==> config.mk <==
export PLATFORM = sky130hd
export DESIGN_NAME = pipeline_hazard_ctrl
export DESIGN_NICKNAME = d
export VERILOG_FILES = /design/src/rtl/pipeline_hazard_ctrl_pkg.sv /design/src/rtl/hazard_fwd_unit.sv /design/src/rtl/pipeline_hazard_ctrl.sv
export SDC_FILE = /design/constraint.sdc
export NUM_CORES = 1
export LEC_CHECK = 0
export BUFFER_PORTS_ARGS = -buffer_cell sky130_fd_sc_hd__buf_2
export CORE_MARGIN = 2
export CORE_UTILIZATION = 57
export DETAILED_ROUTE_END_ITERATION = 16
export GPL_TIMING_DRIVEN = 0
export PLACE_DENSITY = 0.91
export SYNTH_ARGS = -nofsm -noshare
export SYNTH_HDL_FRONTEND = slang
export SYNTH_HIERARCHICAL = 1
export SYNTH_SLANG_ARGS = --single-unit
==> constraint.sdc <==
create_clock -name clk -period 5.7 [get_ports clk]
set_input_delay 0 -clock clk [delete_from_list [all_inputs] [get_ports clk]]
set_output_delay 0 -clock clk [all_outputs]
set_load 0.05 [all_outputs]
==> src/rtl/pipeline_hazard_ctrl_pkg.sv <==
// Shared definitions for the pipeline hazard controller.
//   state_t           : freeze FSM encoding (RUN, MEM_WAIT)
//   FWD_RF/FWD_W/FWD_M: operand forward-select codes
//   REG_X0            : index of the hard-wired zero register
package pipeline_hazard_ctrl_pkg;

  typedef enum logic {
    RUN      = 1'b0,
    MEM_WAIT = 1'b1
  } state_t;

  localparam logic [1:0] FWD_RF = 2'b00;
  localparam logic [1:0] FWD_W  = 2'b01;
  localparam logic [1:0] FWD_M  = 2'b10;

  localparam logic [4:0] REG_X0 = 5'd0;

endpackage

==> src/rtl/hazard_fwd_unit.sv <==
// Combinational forwarding compare for one Execute-stage source operand.
// Ports:
//   rs_e        : Execute-stage source register
//   rd_m, rd_w  : Memory / Writeback destination registers
//   reg_write_m : Memory-stage instruction writes rd_m
//   reg_write_w : Writeback-stage instruction writes rd_w
//   fwd_sel     : FWD_M, FWD_W or FWD_RF
module hazard_fwd_unit
  import pipeline_hazard_ctrl_pkg::*;
(
  input  logic [4:0] rs_e,
  input  logic [4:0] rd_m,
  input  logic [4:0] rd_w,
  input  logic       reg_write_m,
  input  logic       reg_write_w,
  output logic [1:0] fwd_sel
);

  logic hit_m;
  logic hit_w;

  // x0 is constant zero, so a write to it never produces a value to forward.
  assign hit_m = reg_write_m && (rd_m != REG_X0) && (rd_m == rs_e);
  assign hit_w = reg_write_w && (rd_w != REG_X0) && (rd_w == rs_e);

  // The M-stage result is younger than the W-stage one, so it wins.
  always_comb begin
    fwd_sel = FWD_RF;
    if (hit_m) begin
      fwd_sel = FWD_M;
    end else if (hit_w) begin
      fwd_sel = FWD_W;
    end
  end

endmodule

==> src/rtl/pipeline_hazard_ctrl.sv <==
// Hazard controller for a 5-stage pipeline: operand forwarding, load-use
// stall, branch flush, data-memory freeze with timeout, and performance
// counters.
// Ports:
//   clk, rst                       : clock, async active-high reset
//   RS1_D, RS2_D                   : Decode-stage source registers
//   RS1_E, RS2_E, RD_E             : Execute-stage sources / destination
//   RD_M, RD_W                     : Memory / Writeback destinations
//   ResultSrcE                     : Execute-stage instruction is a load
//   RegWriteM, RegWriteW           : register write enables in M and W
//   PCSrcE                         : branch/jump taken in Execute
//   mem_busy                       : data memory requests a freeze
//   ForwardAE, ForwardBE           : operand forward selects
//   StallF/D/E/M, FlushD, FlushE   : pipeline register controls
//   mem_timeout                    : sticky freeze-timeout flag
//   cyc_cnt, stall_cnt, flush_cnt  : saturating performance counters
module pipeline_hazard_ctrl
  import pipeline_hazard_ctrl_pkg::*;
#(
  parameter int TIMEOUT = 255,
  parameter int CNT_W   = 32
) (
  input  logic             clk,
  input  logic             rst,
  input  logic [4:0]       RS1_D,
  input  logic [4:0]       RS2_D,
  input  logic [4:0]       RS1_E,
  input  logic [4:0]       RS2_E,
  input  logic [4:0]       RD_E,
  input  logic [4:0]       RD_M,
  input  logic [4:0]       RD_W,
  input  logic             ResultSrcE,
  input  logic             RegWriteM,
  input  logic             RegWriteW,
  input  logic             PCSrcE,
  input  logic             mem_busy,
  output logic [1:0]       ForwardAE,
  output logic [1:0]       ForwardBE,
  output logic             StallF,
  output logic             StallD,
  output logic             StallE,
  output logic             StallM,
  output logic             FlushD,
  output logic             FlushE,
  output logic             mem_timeout,
  output logic [CNT_W-1:0] cyc_cnt,
  output logic [CNT_W-1:0] stall_cnt,
  output logic [CNT_W-1:0] flush_cnt
);

  // TIMEOUT is expected to be at least 1.
  localparam int                WAIT_W   = $clog2(TIMEOUT + 1);
  localparam logic [WAIT_W-1:0] WAIT_MAX = WAIT_W'(TIMEOUT);
  localparam logic [CNT_W-1:0]  CNT_MAX  = '1;

  // ---------------------------------------------------------------- forwarding
  logic [4:0] src_e   [2];
  logic [1:0] fwd_sel [2];

  assign src_e[0] = RS1_E;
  assign src_e[1] = RS2_E;

  genvar gi;
  generate
    for (gi = 0; gi < 2; gi++) begin : g_fwd
      hazard_fwd_unit u_fwd (
        .rs_e        (src_e[gi]),
        .rd_m        (RD_M),
        .rd_w        (RD_W),
        .reg_write_m (RegWriteM),
        .reg_write_w (RegWriteW),
        .fwd_sel     (fwd_sel[gi])
      );
    end
  endgenerate

  assign ForwardAE = rst ? FWD_RF : fwd_sel[0];
  assign ForwardBE = rst ? FWD_RF : fwd_sel[1];

  // ---------------------------------------------------------------- hazards
  state_t            state_reg;
  state_t            state_next;
  logic              branch_pend_reg;
  logic              branch_pend_next;
  logic [WAIT_W-1:0] wait_cnt_reg;
  logic [WAIT_W-1:0] wait_cnt_next;
  logic              mem_timeout_reg;
  logic              mem_timeout_next;
  logic              load_use;
  logic              branch_eff;

  assign load_use = ResultSrcE && (RD_E != REG_X0) &&
                    ((RD_E == RS1_D) || (RD_E == RS2_D));

  // A branch resolved while frozen stays in the frozen E stage; remember it
  // so the flush still happens on the first unfrozen cycle even if PCSrcE
  // has been dropped by then.
  assign branch_eff       = PCSrcE || branch_pend_reg;
  assign branch_pend_next = mem_busy ? (branch_pend_reg || PCSrcE) : 1'b0;

  // FSM: state register
  always_ff @(posedge clk or posedge rst) begin
    if (rst) begin
      state_reg <= RUN;
    end else begin
      state_reg <= state_next;
    end
  end

  // FSM: next state
  always_comb begin
    state_next = state_reg;
    case (state_reg)
      RUN:      if (mem_busy)  state_next = MEM_WAIT;
      MEM_WAIT: if (!mem_busy) state_next = RUN;
      default:  state_next = RUN;
    endcase
  end

  // FSM: outputs. Freeze beats branch flush beats load-use stall. The freeze
  // follows mem_busy directly so it takes effect in the requesting cycle.
  always_comb begin
    StallF = 1'b0;
    StallD = 1'b0;
    StallE = 1'b0;
    StallM = 1'b0;
    FlushD = 1'b0;
    FlushE = 1'b0;
    if (!rst) begin
      if (mem_busy) begin
        StallF = 1'b1;
        StallD = 1'b1;
        StallE = 1'b1;
        StallM = 1'b1;
      end else if (branch_eff) begin
        FlushD = 1'b1;
        FlushE = 1'b1;
      end else if (load_use) begin
        StallF = 1'b1;
        StallD = 1'b1;
        FlushE = 1'b1;
      end
    end
  end

  // Wait counter counts frozen cycles spent in MEM_WAIT and saturates.
  always_comb begin
    wait_cnt_next = '0;
    if (state_reg == MEM_WAIT && mem_busy) begin
      wait_cnt_next = (wait_cnt_reg == WAIT_MAX) ? WAIT_MAX
                                                 : wait_cnt_reg + WAIT_W'(1);
    end
    mem_timeout_next = mem_timeout_reg || (wait_cnt_next == WAIT_MAX);
  end

  always_ff @(posedge clk or posedge rst) begin
    if (rst) begin
      branch_pend_reg <= 1'b0;
      wait_cnt_reg    <= '0;
      mem_timeout_reg <= 1'b0;
    end else begin
      branch_pend_reg <= branch_pend_next;
      wait_cnt_reg    <= wait_cnt_next;
      mem_timeout_reg <= mem_timeout_next;
    end
  end

  assign mem_timeout = mem_timeout_reg;

  // ---------------------------------------------------------------- counters
  logic [CNT_W-1:0] cyc_cnt_reg;
  logic [CNT_W-1:0] stall_cnt_reg;
  logic [CNT_W-1:0] flush_cnt_reg;

  // FlushD is only ever raised by a branch, so it marks branch flushes.
  always_ff @(posedge clk or posedge rst) begin
    if (rst) begin
      cyc_cnt_reg   <= '0;
      stall_cnt_reg <= '0;
      flush_cnt_reg <= '0;
    end else begin
      if (cyc_cnt_reg != CNT_MAX) begin
        cyc_cnt_reg <= cyc_cnt_reg + CNT_W'(1);
      end
      if (StallF && stall_cnt_reg != CNT_MAX) begin
        stall_cnt_reg <= stall_cnt_reg + CNT_W'(1);
      end
      if (FlushD && FlushE && flush_cnt_reg != CNT_MAX) begin
        flush_cnt_reg <= flush_cnt_reg + CNT_W'(1);
      end
    end
  end

  assign cyc_cnt   = cyc_cnt_reg;
  assign stall_cnt = stall_cnt_reg;
  assign flush_cnt = flush_cnt_reg;

endmodule

# After elaboration in Yosys (flattened, before gate mapping)

Index checks and enable logic that the tools add are counted.

Register bits after elaboration: 107
Output and inout bits: 107
Input bits: 42

Eq/ne operators: 11
Reductions and logical operators: 18
Mux-type cells: 21
Add/subtract/negate cells: 4

Operator list:

| operator                                      | count |
|---|---|
| adder 32 x 1 -> 32 bit, second input constant | 3 |
| inequality test 32 bit, second input constant | 3 |
| == test 5 bit                                 | 6 |
| == test 8 bit, second input constant          | 2 |
| 2-to-1 mux 8 bit                              | 2 |
| 2-to-1 mux 1 bit                              | 15 |
| nonzero test 5 bit                            | 3 |
| logical AND 1 bit                             | 12 |
| adder 8 x 1 -> 8 bit, second input constant   | 1 |
| 2-to-1 mux 2 bit                              | 4 |
| logical OR 1 bit                              | 3 |

# Longest topological paths before layout

Gate-level depths: netlist (run 1).

Depth after elaboration: 9
Gate-level depth with buffers: 8
Depth with buffers taken out: 6

# Cells and area by module

Netlist (run 1), hierarchy kept.

Modules (own cells, without submodules):

| module               | seq. area each (sq um) | area each (sq um) | instances | cells an instance |
|---|---|---|---|---|
| pipeline_hazard_ctrl | 2677.6                 | 5308.8            | 1         | 507 |
| hazard_fwd_unit      | 0.0                    | 158.9             | 2         | 21 |

# Least setup slack after synthesis (run 1)

No wires, ideal clock.

Path kind: input to output
From: input rst
To: output StallF
Path buffers: 1
Slack: 1.577 ns
Stages on the path: 5
Data arrival time: 4.123 ns
Required time: 5.700 ns
Cells stage by stage: inv_1 -> o2111ai_1 -> and2_0 -> nor2_1 -> buf_4

Word-level cells in the longest chain between the ends: 1

Ends and longest elaborated chain:

| item               | RTL line                   | text |
|---|---|---|
| start: declaration | pipeline_hazard_ctrl.sv:24 | `input logic rst,` |
| 2-to-1 mux 1 bit   | n/a                        |  |
| end: declaration   | pipeline_hazard_ctrl.sv:39 | `output logic StallF,` |

No other way between the ends.

# Worst setup path in the final report (run 1)

From: input rst
To: output StallF

Word-level cells in the longest chain between the ends: 1

Ends and longest elaborated chain:

| item             | RTL line                    | text |
|---|---|---|
| 2-to-1 mux 1 bit | pipeline_hazard_ctrl.sv:129 | `if (!rst) begin` |

No other way between the ends.

==> results of run 1 <==
-- through the flow --
| stage | cells | hold slack (ns) |
|---|---|---|
| after floorplan | 549 | 0.0314 |
| after global placement | 830 | 0.226 |
| after detailed placement | 831 | 0.192 |
| after CTS | 849 | 0.281 |
| after global routing | 849 | 0.333 |
| final | 849 | 0.295 |
-- layer usage --
layer	track usage, %	vias to the layer above
met1	32.0	2378
met3	4.84	18
li1	-	2292
met4	8.30	0
met2	42.8	148
met5	0	-
-- worst register-to-register path: stages (launching register included) --
cell and delay [ns]:
dfrtp_1 0.44, ha_1 0.24, and2_1 0.16, clkbuf_1 0.21, and3_1 0.30, a32o_1 0.34
buf_2 0.21, nor4_1 0.33, xor2_1 0.18
-- timing repair --
item	in CTS	in global routing
hold endpoints to repair	55	0
gates resized for setup	0	0
hold buffers	3	0
endpoints found under the setup margin	0	0
-- power groups by stage --
stage	sequential, µW	combinational [µW]	clock, µW
6_report	880	419	447
3_5_place_dp	892	418	0
3_3_place_gp	888	402	0
2_1_floorplan	1050	130	0
4_1_cts	878	421	453
5_1_grt	887	445	487
-- cell usage in the layout (no fill, tap or decap), types with 7 or more instances in the layout --
cell      instances
nor4_1           12
xnor2_1          61
nand3_1          46
nor2_1           30
a21oi_1          10
nand2_1          45
xor2_1           58
dfrtp_1         107
clkbuf_8         11
and4_1            7
nor3_1           31
and3_1           20
buf_2           150
nand4_1          35
-- cells by family after synthesis --
group,Yosys count,synth area share [%]
flops,107,47.6
mux,4,0.800
xor+xnor,119,18.5
simple gates,262,25.6
buf+inv,20,1.65
fa+ha+maj,4,0.890
compound gates,33,5.00
-- path summary, 6_finish.rpt --
kind / slack, ns / from / cells past startpoint / end
max: 3.19 / rst / 9 / StallF
min: 0.29 / ResultSrcE / 5 / stall_cnt[29]
max reg2reg: 3.21 / stall_cnt[0] / 8 / stall_cnt[7]
min reg2reg: 0.48 / mem_timeout / 1 / mem_timeout
max in group asynchronous: 4.67 / rst / 4 / cyc_cnt[11]
min in group asynchronous: 0.33 / rst / 3 / flush_cnt[4]
-- cell type report --
cell class / instances / area (µm²) / share of cell area, %
sequential: 107 / 2680 / 39.5
clock inverter: 4 / 35.0 / 0.517
multi-input combinational: 422 / 2860 / 42.1
clock buffer: 11 / 151 / 2.23
buffer: 13 / 66.3 / 0.978
inverter: 7 / 28.8 / 0.424
tap: 133 / 166 / 2.45
timing repair buffer: 152 / 798 / 11.8
==> flow_summary.ini, run 1 <==
[worst_setup_path]
cp.required_ns = 5.70
path_common_cell = buf_2
path_class = in -> out
slowest_delay_ns = 0.54
endpoint_kind = output port
crit_family = buffers and inverters
start_kind = input port
cp.buffers_inverters = 6
arrival_ns = 2.51
cp_cell_sequence = dlygate4sd3_1 -> buf_2 -> inv_4 -> buf_16 -> nand2_1 -> and2_0 -> nor2_1 -> buf_4 -> buf_2
cp_slowest_cell = dlygate4sd3_1
crit_fanout = 56

[power_and_ir_drop]
p_per_area_mw_per_mm2 = 258
p_seq_share_pct = 50.4
p_sw_uw = 645
p_sw_share_pct = 36.9
p_leak_uw = 0.00329
power_frac_comb_pct = 24.0
finalPower_uw = 1750
intPower_uw = 1100
pwr-share-clk_pct = 25.6
ir_drop_mv = 0.256

[sta]
slew-limit-headroom_pct = 50.4
setup-violations-final = 0
fmax_mhz = 398
slew_viol_final = 0
worst_slack_ns = 3.19
grt_setup_unrepaired = no
post-route-min-period_ns = 2.51
tns_ns = 0
fin_skew_ns = 0.0156
hold_viol = 0
period_share_pct = 44.1
worst_pin_slew_ns = 0.738

[cells_and_area]
fill_cells = 720
diodes = 0
syn2layout_area_growth_pct = 20.5
post-route-cell-area_mm2 = 0.00678
drive_gt1_share_pct = 27.2
fin_util_pct = 70.0
num-nets-final = 758

[detailed_routing]
dr_wl_met2_um = 6930
drt-met1-wl_um = 5660
drtPass1Iterations = 4
route.met3.wl_um = 593
initialDrtViolationCount = 253
num_vias = 4836
drc = 0
wl_per_cell_um = 15.8
top_layer_used = met4
ant_nets = 0
avgViaCountPerCell = 5.70
wl_um = 13400

[grt]
grt_use_total_pct = 25.0
grt_pass1_vias = 4598
grt_max_degree = 57
grt_overflow_total = 0
grt_pass1_wl_um = 21200
antenna_found_initial = 0

[die]
design.die.area_mm2 = 0.0107
core_mm2 = 0.00968
die_w_um = 103
fp.dieH_um = 103
initial_core_util_pct = 58.1
row_count = 36
ioPinCount = 149

[synth]
synth_edf_count = 0
ys.flop_type = dfrtp_1
ys_ff_latch = 107
syn_area_per_cell_um2 = 10.2
syn-num-nets = 595
seq_area_frac_synth_pct = 47.6
synth.most_common_cell = dfrtp_1
yosysWarnings = 6
yosysUniqueCellTypes = 50
synth_commonest_cells = dfrtp_1 (107), xnor2_1 (61), xor2_1 (58), nand3_1 (46), nand2_1 (45)
synth_top_area_share_pct = 47.6
yosys-top-cells-area = dfrtp_1 (48%), xnor2_1 (9.5%), xor2_1 (9.0%)
synthArstFlopShare_pct = 100
netlist_instances = 549
netlist_area_mm2 = 0.00563
yosysTopAreaCell = dfrtp_1

[clock_network]
cts_root_buf = clkbuf_8
clk_latency_ns = 0.37
clk_path_buf_depth = 2
path_clk_slew_ns = 0.10
cts.sinks = 107
cts_tree = built
post_cts_buffers = 0
htreeDepth = 3
cts_made_buffers = 9

[placed_design]
io_buffers = 148
dp_hpwl_um = 10000
dpl_cell_area_mm2 = 0.00656
place_congestion = 0.872
place_ws_ns = 3.26

[worst_hold_path]
hold_path.class = in -> reg

[run]
drv_cap = 0

[run_status]
status = complete, no violations
(Power assumes the default switching activity.)
==> run 2, diff against run 1 <==
--- a/config.mk
+++ b/config.mk
@@ -7,10 +7,10 @@
 export LEC_CHECK = 0
 export BUFFER_PORTS_ARGS = -buffer_cell sky130_fd_sc_hd__buf_2
 export CORE_MARGIN = 2
-export CORE_UTILIZATION = 57
+export CORE_UTILIZATION = 48
 export DETAILED_ROUTE_END_ITERATION = 16
 export GPL_TIMING_DRIVEN = 0
-export PLACE_DENSITY = 0.91
+export PLACE_DENSITY = 0.83
 export SYNTH_ARGS = -nofsm -noshare
 export SYNTH_HDL_FRONTEND = slang
 export SYNTH_HIERARCHICAL = 1
==> constraint.sdc (replaced) <==
create_clock -name clk -period 2.2 [get_ports clk]
set_input_delay 0 -clock clk [delete_from_list [all_inputs] [get_ports clk]]
set_output_delay 0 -clock clk [all_outputs]
set_load 0.05 [all_outputs]
==> run 2 against run 1 <==
Effect of this change: combinational power rose to 2.7 times the previous value; power rose to 3.0 times the previous value; non-clock buffer count up 6; die area up 18%; flip-flop and latch count unchanged; utilization down 7.4 points; routed wire length up 3.4%; register-to-register slack worse by 3.1 ns; clock skew down 0.0066 ns; clock power rose to 4.0 times the previous value; critical path depth down 3; via count up 1.3%.
==> flow_summary.ini, run 2 (same netlist as run 1, synthesis figures left out) <==
[detailed_routing]
drtPass1Iterations = 5
num_vias = 4899
ant_nets = 0
initialDrtViolationCount = 344
avgViaCountPerCell = 5.66
wl_per_cell_um = 16.0
drc = 0
wl_um = 13800

[die]
row_count = 39
initial_core_util_pct = 49.3
design.die.area_mm2 = 0.0126
core_mm2 = 0.0114
ioPinCount = 149
die_w_um = 112
fp.dieH_um = 112

[worst_setup_path]
cp.required_ns = 2.42
endpoint_kind = register
start_kind = register
arrival_ns = 2.30
crit_fanout = 10
path_class = reg -> reg
cp_slowest_cell = dfrtp_1
cp_cell_sequence = nand4_1 -> nor4_4 -> a32o_2 -> buf_4 -> nor3_1 -> xor2_1
slowest_delay_ns = 0.47

[power_and_ir_drop]
finalPower_uw = 5170
p_leak_uw = 0.00345
ir_drop_mv = 0.657
p_per_area_mw_per_mm2 = 723

[cells_and_area]
drive_gt1_share_pct = 31.3
syn2layout_area_growth_pct = 27.1
final_common_cell = buf_2
final_cell_mix = buf_2 (148), dfrtp_1 (106), xnor2_1 (61)
fill_cells = 926
num-nets-final = 764
diodes = 0
fin_util_pct = 62.6

[grt]
grt_pass1_vias = 4802
antenna_found_initial = 0
grt_pass1_wl_um = 23200
grt_max_degree = 41
grt_use_total_pct = 22.3
grt_overflow_total = 0

[run]
drv_cap = 0

[sta]
period_share_pct = 94.6
fin_worst_hold_slack_ns = 0.274
fin_skew_ns = 0.00895
worst_pin_slew_ns = 0.674
post-route-min-period_ns = 2.08
slew-limit-headroom_pct = 54.7
hold_viol = 0
setup-violations-final = 0
tns_ns = 0
slew_viol_final = 0
fmax_mhz = 480

[placed_design]
io_buffers = 148
dp_hpwl_um = 10000
place_congestion = 0.943

[clock_network]
cts_root_buf = clkbuf_16
clk_latency_ns = 0.35
path_clk_slew_ns = 0.07
cts.sinks = 107
cts_made_buffers = 9
cts_tree = built
clk_path_buf_depth = 2
htreeDepth = 3

[run_status]
status = complete, no violations

[worst_hold_path]
hold_path.class = in -> reg
## run 2: worst max-delay path: cells and delay by family (launching register included)
family          cells  cell delay, ns
flops               1            0.47
xor+xnor            1            0.17
compound gates      1            0.32
simple gates        3            0.77
buf+inv             1            0.22
## run 2: layout make-up
type                    count  area, µm²  share of cell area, %
inverters                   7       30.0                  0.420
multi-input cells         422       2990                   41.8
clock inverters             6       87.6                   1.22
repair buffers            160        876                   12.2
flip-flops and latches    107       2680                   37.5
plain buffers              11       68.8                  0.962
clock buffers              10        239                   3.34
well taps                 143        179                   2.50
## run 2: where the power goes
group / switching, µW / internal (µW) / leakage [µW]
clock network: 735 / 1030 / 0.000163
registers: 184 / 2100 / 0.00143
logic: 828 / 299 / 0.00185
total: 1750 / 3430 / 0.00345
## run 2: path summary, 6_finish.rpt
check | from | to | slack, ns | cells after the start
worst max-delay path | stall_cnt[3] | stall_cnt[11] | 0.12 | 6
worst min-delay path | ResultSrcE | stall_cnt[29] | 0.27 | 5
worst max register to register | stall_cnt[3] | stall_cnt[11] | 0.12 | 6
worst min register to register | mem_timeout | mem_timeout | 0.47 | 1
max in group asynchronous | rst | cyc_cnt[23] | 1.55 | 4
min in group asynchronous | rst | flush_cnt[0] | 0.43 | 4
## run 2: routing by layer
layer / track usage, % / up-vias / share of wire, %
met4: 8.29 / 0 / 1.6
met3: 4.00 / 17 / 5.4
met5: 0 / - / 0
li1: - / 2300 / -
met1: 28.6 / 2422 / 42
met2: 37.9 / 160 / 51
## run 2: per-stage QoR
stage          setup WS, ns  instances  area [µm²]
6_report              0.118        866        7150
5_1_grt             -0.0182        866        7150
4_1_cts              0.0240        861        7040
3_5_place_dp         -0.216        842        6640
3_3_place_gp          -1.64        840        6600
2_1_floorplan        -0.591        549        5680
## run 2: timing repair
action,in CTS,in global routing
setup endpoints to repair,39,36
buffers inserted,0,6
endpoints found under the hold margin,33,0
resized for setup,5,17
hold buffers,4,0
pin swaps,1,3
